File: src/rtl/toycpu_pkg.sv
// Shared sizing and types for the toy CPU and its scan-loaded memory.
// Holds bus widths, memory depth, scan image length and word/address types.
package toycpu_pkg;

    localparam int unsigned ADDR_W   = 4;
    localparam int unsigned DATA_W   = 8;
    localparam int unsigned DEPTH    = 1 << ADDR_W;
    localparam int unsigned SCAN_LEN = DEPTH * DATA_W;
    localparam int unsigned CNT_W    = $clog2(SCAN_LEN);

    typedef logic [ADDR_W-1:0] addr_t;
    typedef logic [DATA_W-1:0] word_t;
    typedef logic [CNT_W-1:0]  cnt_t;

endpackage

File: src/rtl/toycpu_scan_mem.sv
// 16x8 CPU data/program memory with a bit-serial scan chain for load/readout.
// Ports:
//   clk, rst            : clock, synchronous active-high reset
//   scan_en, scan_in    : shift enable and serial input (enters word 0 bit 0)
//   scan_out            : serial output (word DEPTH-1 bit DATA_W-1)
//   cpu_addr/wdata/we   : CPU bus address, write data, write enable
//   cpu_rdata           : combinational read of mem[cpu_addr]
//   bit_cnt, load_done  : bits shifted in current image, image-complete pulse
module toycpu_scan_mem
    import toycpu_pkg::*;
(
    input  logic              clk,
    input  logic              rst,
    input  logic              scan_en,
    input  logic              scan_in,
    output logic              scan_out,
    input  logic [ADDR_W-1:0] cpu_addr,
    input  logic [DATA_W-1:0] cpu_wdata,
    input  logic              cpu_we,
    output logic [DATA_W-1:0] cpu_rdata,
    output logic [CNT_W-1:0]  bit_cnt,
    output logic              load_done
);

    word_t [DEPTH-1:0] mem_q;
    word_t [DEPTH-1:0] mem_d;
    word_t [DEPTH-1:0] shift_w;

    cnt_t bit_cnt_q;
    cnt_t bit_cnt_d;
    logic load_done_q;
    logic load_done_d;
    logic wrap_w;

    // The array is one long chain: bit b of word i takes the bit below it,
    // and bit 0 of word i takes the MSB of word i-1.
    for (genvar i = 0; i < int'(DEPTH); i++) begin : g_word
        for (genvar b = 0; b < int'(DATA_W); b++) begin : g_bit
            if (i == 0 && b == 0) begin : g_head
                assign shift_w[i][b] = scan_in;
            end else if (b == 0) begin : g_link
                assign shift_w[i][b] = mem_q[i-1][DATA_W-1];
            end else begin : g_body
                assign shift_w[i][b] = mem_q[i][b-1];
            end
        end
    end

    // Shifting owns the array; a CPU write in the same cycle is dropped.
    always_comb begin
        mem_d = mem_q;
        if (scan_en) begin
            mem_d = shift_w;
        end else if (cpu_we) begin
            mem_d[cpu_addr] = cpu_wdata;
        end
    end

    assign wrap_w = (bit_cnt_q == CNT_W'(SCAN_LEN - 1));

    always_comb begin
        bit_cnt_d   = bit_cnt_q;
        load_done_d = 1'b0;
        if (scan_en) begin
            bit_cnt_d   = wrap_w ? '0 : bit_cnt_q + CNT_W'(1);
            load_done_d = wrap_w;
        end
    end

    // Contents are deliberately not reset so results survive a CPU reset.
    always_ff @(posedge clk) begin
        if (!rst) begin
            mem_q <= mem_d;
        end
    end

    always_ff @(posedge clk) begin
        if (rst) begin
            bit_cnt_q   <= '0;
            load_done_q <= 1'b0;
        end else begin
            bit_cnt_q   <= bit_cnt_d;
            load_done_q <= load_done_d;
        end
    end

    assign cpu_rdata = mem_q[cpu_addr];
    assign scan_out  = mem_q[DEPTH-1][DATA_W-1];
    assign bit_cnt   = bit_cnt_q;
    assign load_done = load_done_q;

endmodule
File: config.mk
export PLATFORM = sky130hd
export DESIGN_NAME = toycpu_scan_mem
export DESIGN_NICKNAME = d
export VERILOG_FILES = /design/src/rtl/toycpu_pkg.sv /design/src/rtl/toycpu_scan_mem.sv
export SDC_FILE = /design/constraint.sdc
export NUM_CORES = 1
export LEC_CHECK = 0
export ABC_AREA = 1
export CELL_PAD_IN_SITES_DETAIL_PLACEMENT = 1
export CELL_PAD_IN_SITES_GLOBAL_PLACEMENT = 1
export CORE_AREA = 3 3 172 90
export DETAILED_ROUTE_END_ITERATION = 6
export DIE_AREA = 0 0 175 93
export DONT_BUFFER_PORTS = 1
export PLACE_DENSITY_LB_ADDON = 0.1
export SLEW_MARGIN = 20
export SYNTH_ARGS = -nofsm -noshare
export SYNTH_HDL_FRONTEND = slang
export SYNTH_SLANG_ARGS = --single-unit
File: constraint.sdc
create_clock -name clk -period 3.51 [get_ports clk]
set_input_delay 0.1755 -clock clk [delete_from_list [all_inputs] [get_ports clk]]
set_output_delay 0.1755 -clock clk [all_outputs]
set_load 0.02 [all_outputs]
==> impl_metrics.json <==
{
  "setup.worst_path.start_class": "input port",
  "dp_hpwl_um": 16300,
  "finalSetupViolCount": 0,
  "clock_latency_ns": 0.43,
  "peakVddDrop_uv": 462,
  "drtIter0Drc": 762,
  "hold_path_class": "input port to flop",
  "synthesis.nets": 957,
  "grt_pass1_wl_um": 37500,
  "crit_fanout": 67,
  "antenna_found_initial": 0,
  "fmax_ghz": 0.470,
  "num_antenna_cells": 0,
  "die_h_um": 93,
  "wirelength_um": 24200,
  "synthDistinctLibCells": 20,
  "met2_usage": 0.453,
  "seq_area_frac_synth": 0.550,
  "p_leak_nw": 3.42,
  "stdcell_count": 1126,
  "max_slew_margin": 0.378,
  "critPathCaptureType": "output pin",
  "grt_pass1_vias": 6599,
  "grt_usage": 0.308,
  "cts_resized": 0,
  "core_area_um2": 14200,
  "synth_warnings": 0,
  "die_area_um2": 16300,
  "synth_edf_count": 128,
  "placed_cell_area_um2": 7300,
  "synth_area_leaders": "edfxtp_1, nand2_1, nor2_1",
  "cts_buffers": 17,
  "synth-seq-cells": 136,
  "ant_nets": 0,
  "globalRouteMet3Util": 0.0791,
  "htreeDepth": 4,
  "synth_cells": 939,
  "grt_max_degree": 122,
  "grt_overflow_total": 0,
  "required_ns": 3.33,
  "dp.cells": 1091,
  "cts.sinks": 136,
  "gp_congestion": 0.858,
  "netlist_top_cells_count": "nand2_1, nor2_1, edfxtp_1, a21oi_1, inv_1",
  "initial_core_util": 0.513,
  "met1_usage": 0.449,
  "synth_flop_cell": "edfxtp_1",
  "netlist_area_um2": 7280,
  "nNetsFinal": 933,
  "period_needed_ns": 2.13,
  "cts_tree": "built",
  "synth_top_area_frac": 0.528,
  "rsz0062_at_grt": "no",
  "maxCapViolations": 0,
  "syn_avg_cell_area_um2": 7.76,
  "finalClockSkew_ns": 0.00905,
  "portBuffers": 0,
  "worst_pin_slew_ns": 0.930,
  "fin_tns_setup_ns": 0,
  "clockRootBuffer": "clkbuf_16",
  "dr_total_vias": 6438,
  "power_density_nw_per_um2": 522,
  "clk_pin_slew_ns": 0.06,
  "fin_crit_sh": 0.606,
  "top_usage_layer": "met2",
  "synthArstFlopShare": 0,
  "ioPinCount": 34,
  "report.final.slew_viol_count": 0,
  "syn_to_final_growth_pct": 8.68,
  "dr.pass1.iters": 5,
  "layout-drive-gt1-share": 0.0485,
  "fp.dieW_um": 175,
  "cts_buffer_depth": 2,
  "arrival_ns": 1.95,
  "drc": 0,
  "num_rows": 31,
  "synth.most_common_cell": "nand2_1",
  "crit_type": "input port to output pin",
  "outcome": "finished clean",
  "hold_viol_final": 0,
  "post_drt_wl_per_cell_um": 21.5,
  "viasPerCell": 5.72,
  "stdcell_area_um2": 7910,
  "yosysTopAreaCell": "edfxtp_1",
  "post_cts_buffers": 0
}
[path summary, 6_finish.rpt]
path,endpoint,depth (start not counted),start,slack (ns)
max,cpu_rdata[5],10,cpu_addr[0],1.38
min,mem_q[57]$_DFFE_PP_,2,scan_en,0.03
max reg2reg,bit_cnt[5]$_SDFFE_PP0P_,6,bit_cnt[1]$_SDFFE_PP0P_,1.89
min reg2reg,mem_q[74]$_DFFE_PP_,2,mem_q[73]$_DFFE_PP_,0.57
[report_power, final]
| group | total, mW | switching (mW) | internal, mW |
|---|---|---|---|
| clock | 1.77 | 0.725 | 1.04 |
| combinational | 0.435 | 0.323 | 0.112 |
| sequential | 1.93 | 0.0577 | 1.87 |
[cells by family (layout without fill, tap and decap cells)]
kind of cell,count (synthesis),count (layout),share of synthesized area
and+or+nand+nor,569,569,0.296
buffers and inverters,104,93,0.0631
AOI/OAI and AO/OA,127,127,0.0873
adders and majority gates,1,1,0.00172
xor gates and xnor gates,2,2,0.00241
DFF,136,136,0.550
[final cells by class]
type,count,area [um^2]
Clock buffer,17,425
Clock inverter,15,153
Fill cell,1773,6280
Inverter,56,210
Multi-Input combinational cell,699,2820
Sequential cell,136,4000
Tap cell,198,248
Timing Repair Buffer,5,55.1
[registers in the layout, indices dropped and copies added, names as in the netlist]
signal and flops:
bit_cnt 7, load_done 1, mem_q 127, scan_out 1
[timing repair]
| action | 4_1_cts | 5_1_grt |
|---|---|---|
| hold buffers | 3 | 0 |
| endpoints found under the setup margin | 0 | 0 |
| hold endpoints to repair | 33 | 0 |
[cell usage in the layout (no fill, tap or decap), types with 3 or more instances in the layout]
master,instances
nor2_1,143
o21ai_0,32
clkinv_1,3
clkbuf_16,17
clkinvlp_4,3
o21ai_1,3
inv_2,8
edfxtp_1,128
dfxtp_1,8
nand3_1,4
nand2_1,416
inv_1,47
nor2_2,4
clkinv_4,4
a21oi_1,92
[worst max-delay path: stages]
cell     delay, ns
inv_2         0.41
buf_4         0.48
nand2_1       0.12
nand2_1       0.12
nand2_1       0.06
nand2_1       0.07
nand2_1       0.08
nand2_1       0.08
inv_1         0.04
nand2_1       0.23
[through the flow]
| stage | total power, mW | utilization | hold slack (ns) | worst slack [ns] |
|---|---|---|---|---|
| after floorplan | 2.27 | - | 0.248 | 1.96 |
| after global placement | 2.34 | 0.514 | 0.250 | 1.41 |
| after detailed placement | 2.37 | 0.514 | 0.251 | 1.17 |
| after CTS | 4.14 | 0.557 | 0.000441 | 1.52 |
| after global routing | 4.28 | 0.557 | 0.0266 | 1.33 |
| final | 4.13 | 0.557 | 0.0305 | 1.38 |
[metal layers]
metal  share of wire  wire (um)
met5               0          0
met4           0.022        542
met3           0.097       2350
met2            0.42      10200
met1            0.46      11200
Power figures use the tool's default switching activity.
